===== src/rtl/if_pkg.sv =====
// Shared constants and helpers for the instruction fetch front end.
package if_pkg;

  localparam int INST_W = 32;
  localparam logic [INST_W-1:0] NOP = 32'h0000_0000;
  localparam logic [31:0] DEFAULT_RESET_PC = 32'h0000_0000;

  // Reverse byte order: {b3,b2,b1,b0} -> {b0,b1,b2,b3}.
  function automatic logic [INST_W-1:0] bswap32(input logic [INST_W-1:0] w);
    return {w[7:0], w[15:8], w[23:16], w[31:24]};
  endfunction

endpackage


===== src/rtl/fetch_fifo.sv =====
// Two-entry FIFO holding fetched {inst, pc} pairs; head is a register so
// the output stays stable while decode stalls.
module fetch_fifo #(
  parameter int W = 64
) (
  input  logic         clk,
  input  logic         rst,
  input  logic         clr,
  input  logic         push,
  input  logic         pop,
  input  logic [W-1:0] din,
  output logic [1:0]   count,
  output logic [W-1:0] head
);

  logic [W-1:0] head_reg;
  logic [W-1:0] tail_reg;
  logic [1:0]   count_reg;

  always_ff @(posedge clk) begin
    if (rst) begin
      head_reg  <= '0;
      tail_reg  <= '0;
      count_reg <= 2'd0;
    end else if (clr) begin
      count_reg <= 2'd0;
    end else begin
      case ({push, pop})
        2'b10: begin
          if (count_reg == 2'd0) head_reg <= din;
          else                   tail_reg <= din;
          count_reg <= count_reg + 2'd1;
        end
        2'b01: begin
          head_reg  <= tail_reg;
          count_reg <= count_reg - 2'd1;
        end
        2'b11: begin
          // Simultaneous push and pop: occupancy unchanged, data shifts forward.
          if (count_reg == 2'd2) begin
            head_reg <= tail_reg;
            tail_reg <= din;
          end else begin
            head_reg <= din;
          end
        end
        default: ;
      endcase
    end
  end

  assign count = count_reg;
  assign head  = head_reg;

endmodule


===== src/rtl/inst_fetch.sv =====
// MIPS32 instruction fetch: PC sequencing, ROM issue, redirect/flush.
// Define IFETCH_BSWAP_EN to byte-reverse ROM words at push (little-endian image).
module inst_fetch
  import if_pkg::*;
#(
  parameter logic [31:0] RESET_PC = DEFAULT_RESET_PC,
  parameter int          ADDR_W   = 8
) (
  input  logic              clk,
  input  logic              rst,
  output logic [ADDR_W-1:0] rom_addr,
  input  logic [31:0]       rom_data,
  input  logic              redirect_valid,
  input  logic [31:0]       redirect_pc,
  output logic              if_valid,
  input  logic              if_ready,
  output logic [31:0]       if_inst,
  output logic [31:0]       if_pc
);

  logic [31:0]         fetch_pc_reg;
  logic                req_vld_reg;
  logic [31:0]         req_pc_reg;
  logic [1:0]          count;
  logic [2:0]          occupancy;
  logic                pop;
  logic                push;
  logic                issue;
  logic [INST_W-1:0]   inst_word;
  logic [INST_W+31:0]  head;

  assign if_valid = (count != 2'd0);
  assign pop      = if_valid && if_ready;
  assign push     = req_vld_reg && !redirect_valid;

  // An outstanding read is counted as occupied so its push always finds room.
  assign occupancy = {1'b0, count} + {2'b00, req_vld_reg};
  assign issue     = !redirect_valid && (occupancy < (3'd2 + {2'b00, pop}));

  always_ff @(posedge clk) begin
    if (rst) begin
      fetch_pc_reg <= RESET_PC;
      req_vld_reg  <= 1'b0;
      req_pc_reg   <= 32'h0;
    end else if (redirect_valid) begin
      fetch_pc_reg <= redirect_pc & 32'hFFFF_FFFC;
      req_vld_reg  <= 1'b0;
    end else if (issue) begin
      fetch_pc_reg <= fetch_pc_reg + 32'd4;
      req_vld_reg  <= 1'b1;
      req_pc_reg   <= fetch_pc_reg;
    end else begin
      req_vld_reg  <= 1'b0;
    end
  end

`ifdef IFETCH_BSWAP_EN
  assign inst_word = bswap32(rom_data);
`else
  assign inst_word = rom_data;
`endif

  fetch_fifo #(
    .W (INST_W + 32)
  ) u_fifo (
    .clk   (clk),
    .rst   (rst),
    .clr   (redirect_valid),
    .push  (push),
    .pop   (pop),
    .din   ({inst_word, req_pc_reg}),
    .count (count),
    .head  (head)
  );

  assign rom_addr = fetch_pc_reg[ADDR_W+1:2];
  assign if_inst  = head[INST_W+31:32];
  assign if_pc    = head[31:0];

endmodule


===== config.mk =====
export PLATFORM = sky130hd
export DESIGN_NAME = inst_fetch
export DESIGN_NICKNAME = d
export VERILOG_FILES = /design/src/rtl/if_pkg.sv /design/src/rtl/fetch_fifo.sv /design/src/rtl/inst_fetch.sv
export SDC_FILE = /design/constraint.sdc
export NUM_CORES = 1
export LEC_CHECK = 0
export ABC_AREA = 0
export CORE_MARGIN = 2
export CORE_UTILIZATION = 56
export CTS_CLUSTER_DIAMETER = 200
export DETAILED_ROUTE_END_ITERATION = 10
export PLACE_DENSITY = 0.84
export SYNTH_ARGS = -nofsm -noshare
export SYNTH_HDL_FRONTEND = slang
export SYNTH_SLANG_ARGS = --single-unit

===== constraint.sdc =====
create_clock -name clk -period 6.37 [get_ports clk]
set_input_delay 1.274 -clock clk [delete_from_list [all_inputs] [get_ports clk]]
set_output_delay 1.274 -clock clk [all_outputs]
set_load 0.005 [all_outputs]

==> metrics.md <==
| Metric | Value |
|---|---|
| Outcome | `finished, final reports clean` |
| Rel. slew slack | `~29%` |
| FF-to-FF Start | `u_fifo.count[0]` |
| Post-synthesis xor/xnor area fraction | `roughly 3%` |
| TritonCTS clock tree | `built` |
| Met2 WL | `8550 µm` |
| Max-capacitance violation count | `0` |
| # resized after CTS | `0` |
| Share of cells above drive strength 1 | `4.84%` |
| Drt first pass iters | `5` |
| Final setup vio count | `0` |
| Flops & latches, synth | `187` |
| Leak pwr | `around 3.2 nW` |
| Post-synth top area share | `around 48%` |
| Layout area overhead | `25.0%` |
| Final min period | `roughly 4000 ps` |
| Final Hold Viols | `0` |
| Final instance area | `between 0.009 and 0.01 mm²` |
| Synth area leaders | `dfxtp_1 (48%), nand2_1 (8.4%), a211oi_1 (7.6%), a21oi_1 (6.3%), a22oi_1 (6.0%)` |
| Seq pwr share | `approximately 48%` |
| Netlist cell types | `42` |
| Routed vias | `7042` |
| Initial DRC count | `between 700 and 800` |
| Wire length on met1 | `about 9000 µm` |
| Area leader, netlist | `dfxtp_1` |
| Mux cell area share after synthesis | `0%` |
| Adder-Cell Fraction of Synth Area | `less than 1%` |
| Worst clock skew | `around 7.2 ps` |
| Placed Cells | `between 1000 and 1500` |
| Largest net degree at the start of global routing | `76` |
| I/O pin cnt | `between 100 and 150` |
| Worst setup margin | `2420 ps` |
| Capture point of the worst reg-to-reg path | `u_fifo.tail_reg[19]` |
| Final-report max-slew violation count | `0` |
| Sw Ratio | `roughly 22%` |
| Diodes inserted | `0` |
| Sequential fraction of the synthesis area | `between 40% and 50%` |
| First-pass GRT wire length | `around 31000 µm` |
| Antenna viol nets, final | `0` |
| Clk slew on worst S/H paths | `~60 ps` |
| Fin Setup TNS | `0 ps` |
| Worst hold-check slack | `around 450 ps` |
| Die area | `approximately 0.015 mm²` |
| WP data arrival | `4300 ps` |
| Vias in the first global route | `6243` |
| Layout Nets | `around 1100` |
| Cell Int Power | `approximately 2.1 mW` |
| Sw Pwr | `between 0.5 and 0.6 mW` |
| RSZ-0062 raised after global routing | `no` |
| Via density | `between 5 and 6` |
| Cell area after synthesis | `0.00778 mm²` |
| Post-synth EDFFs | `0` |
| Top Metal Used | `met4` |
| Detailed-route wire length per cell | `around 16 µm` |
| Detail Placement HPWL | `between 10000 and 15000 µm` |
| Simple-gate portion of the synthesized area | `between 10% and 20%` |
| Max Clock Freq | `about 0.25 GHz` |
| H-tree levels | `4` |
| Worst setup SP type | `input port` |
| Setup Crit Path Kind | `input port to flip-flop` |
| Compound-Gate Fraction of Synth Area | `roughly 24%` |
| Die width | `122 µm` |
| Initial Utilization | `~57%` |
| FFs w/ async S/R, synth | `0%` |
| Hold path start | `u_fifo.tail_reg[57]` |
| Worst-path fanout max | `43` |
| Synthesized instance count | `~950` |
| Data required, critical path | `about 6700 ps` |
| Fin crit share | `62.1%` |
| VDD IR max | `approximately 0.00019 V` |
| Worst R2R Path Depth | `8` |
| Filler-free cell count of the finished design | `around 1200` |
| GRT Overall Usage | `between 20% and 30%` |
| Clk_lat worst skew | `approximately 430 ps` |
| Synth cell count leaders | `dfxtp_1 (187), nand2_1 (174), a21oi_1 (98), nor2_1 (92), a211oi_1 (79)` |
| Post-Syn Area per Cell | `8.24 µm²` |
| Largest family of logic cells by synthesized area | `compound AO/OA/AOI/OAI gates` |
| Die height | `between 100 and 150 µm` |
| # clock sinks | `roughly 190` |
| FP Rows | `43` |
| Root Driver | `clkbuf_16` |
| Core Area | `about 0.014 mm²` |
| R2r setup slk | `between 3000 and 4000 ps` |
| Yosys warns | `0` |
| Max clock buf depth | `2` |
| Place WS | `a little over 2000 ps` |
| Met3 Wirelength | `roughly 1300 µm` |
| Number of antenna violations at the first check in global routing | `0` |
| WHS Endpoint | `u_fifo.tail_reg[57]` |
| Most used DFF post-synth | `dfxtp_1` |
| Overflow after GRT | `0` |
| PortBufs | `roughly 140` |
| Setup Fix Bufs, Post-CTS | `0` |
| Setup crit end kind | `flip-flop` |
| P per Cell Area | `273 mW/mm²` |
| HP Class | `flip-flop to flip-flop` |
| Clk pwr share | `42.3%` |
| Post-layout util | `~71%` |
| Detailed Route WL | `between 15000 and 20000 µm` |
| Area post-placement | `just over 0.009 mm²` |
| CTS buffer count | `17` |
| Combinational Power Share | `approximately 10%` |
| Cell count of the worst hold path | `2` |
| Cts hold-fix bufs | `0` |
| Cell with the most instances after synthesis | `dfxtp_1` |
| Total power | `2.66 mW` |
| RD Place Congestion | `approximately 0.88` |
| Tightest Pin Transition | `1060 ps` |
| Drt drc | `0` |
-- power by group through the flow --
| stage | clock network [mW] | logic [mW] | registers (mW) |
|---|---|---|---|
| detailed placement | 0 | 0.263 | 1.29 |
| global route | 1.17 | 0.293 | 1.28 |
| floorplan | 0 | 0.142 | 1.28 |
| CTS | 1.13 | 0.265 | 1.27 |
| finish | 1.12 | 0.265 | 1.27 |
| global placement | 0 | 0.259 | 1.29 |
-- layer usage --
metal | vias up | global-route usage [%]
met3 | 32 | 4.82
met2 | 269 | 38.4
met5 | - | 0
met1 | 3244 | 38.2
met4 | 0 | 9.34
li1 | 3497 | -
-- worst max-delay path, stage by stage --
cell and delay, ps:
clkdlybuf4s50_1 390, buf_4 260, nor2b_1 440, ha_1 270
a21oi_1 90, o21ai_4 860, buf_4 440, nand2_1 90
a21oi_1 170
-- how the worst max path moves through the flow --
stage	startpoint	to	slack, ps	cells after the start
2_1_floorplan	redirect_valid	u_fifo.head[10]	3460	8
3_3_place_gp	redirect_valid	u_fifo.head[11]	2060	9
3_5_place_dp	redirect_valid	u_fifo.head[11]	2030	9
4_1_cts	redirect_valid	u_fifo.head[29]	2440	9
5_1_grt	redirect_valid	u_fifo.head[8]	2140	9
6_report	redirect_valid	u_fifo.tail_reg[49]	2420	9
-- final cells by class --
type | count | area, µm²
Tap cell | 180 | 225
Clock buffer | 21 | 450
Timing Repair Buffer | 148 | 1450
Clock inverter | 8 | 169
Fill cell | 1087 | 3990
Inverter | 8 | 30.0
Sequential cell | 187 | 3740
Multi-Input combinational cell | 662 | 3670
-- kinds of logic (layout without fill, tap and decap cells) --
kind of cell / count (synthesis) / after routing
buffers and inverters: 97 / 185
flip-flops: 187 / 187
AND/OR/NAND/NOR: 331 / 331
XOR/XNOR: 26 / 26
other: 1 / 2
AO/OA/AOI/OAI: 297 / 297
adder cells (fa/ha/maj): 6 / 6
-- cell usage in the layout, fill, tap and decap left out, types with 3 or more instances in the layout --
cell             instances
nor4_2                   3
and4_1                   3
o22ai_1                  5
a21oi_1                 97
xor2_1                  15
xnor2_1                 11
o21ai_0                 34
and3_1                   3
nand4_1                 14
nand2_1                173
clkdlybuf4s50_1        135
dfxtp_1                187
bufinv_16                5
buf_4                   13
nor2_1                  91
ha_1                     6
clkbuf_16               17
nor4b_1                  3
nor3_1                   6
or3_1                    3
and2_1                   6
a211oi_1                79
a311oi_1                 4
a22oi_1                 62
nand3_1                 12
a31oi_1                  5
clkbuf_1                 3
inv_1                    8
No activity file was read; power rests on OpenSTA's default activity.
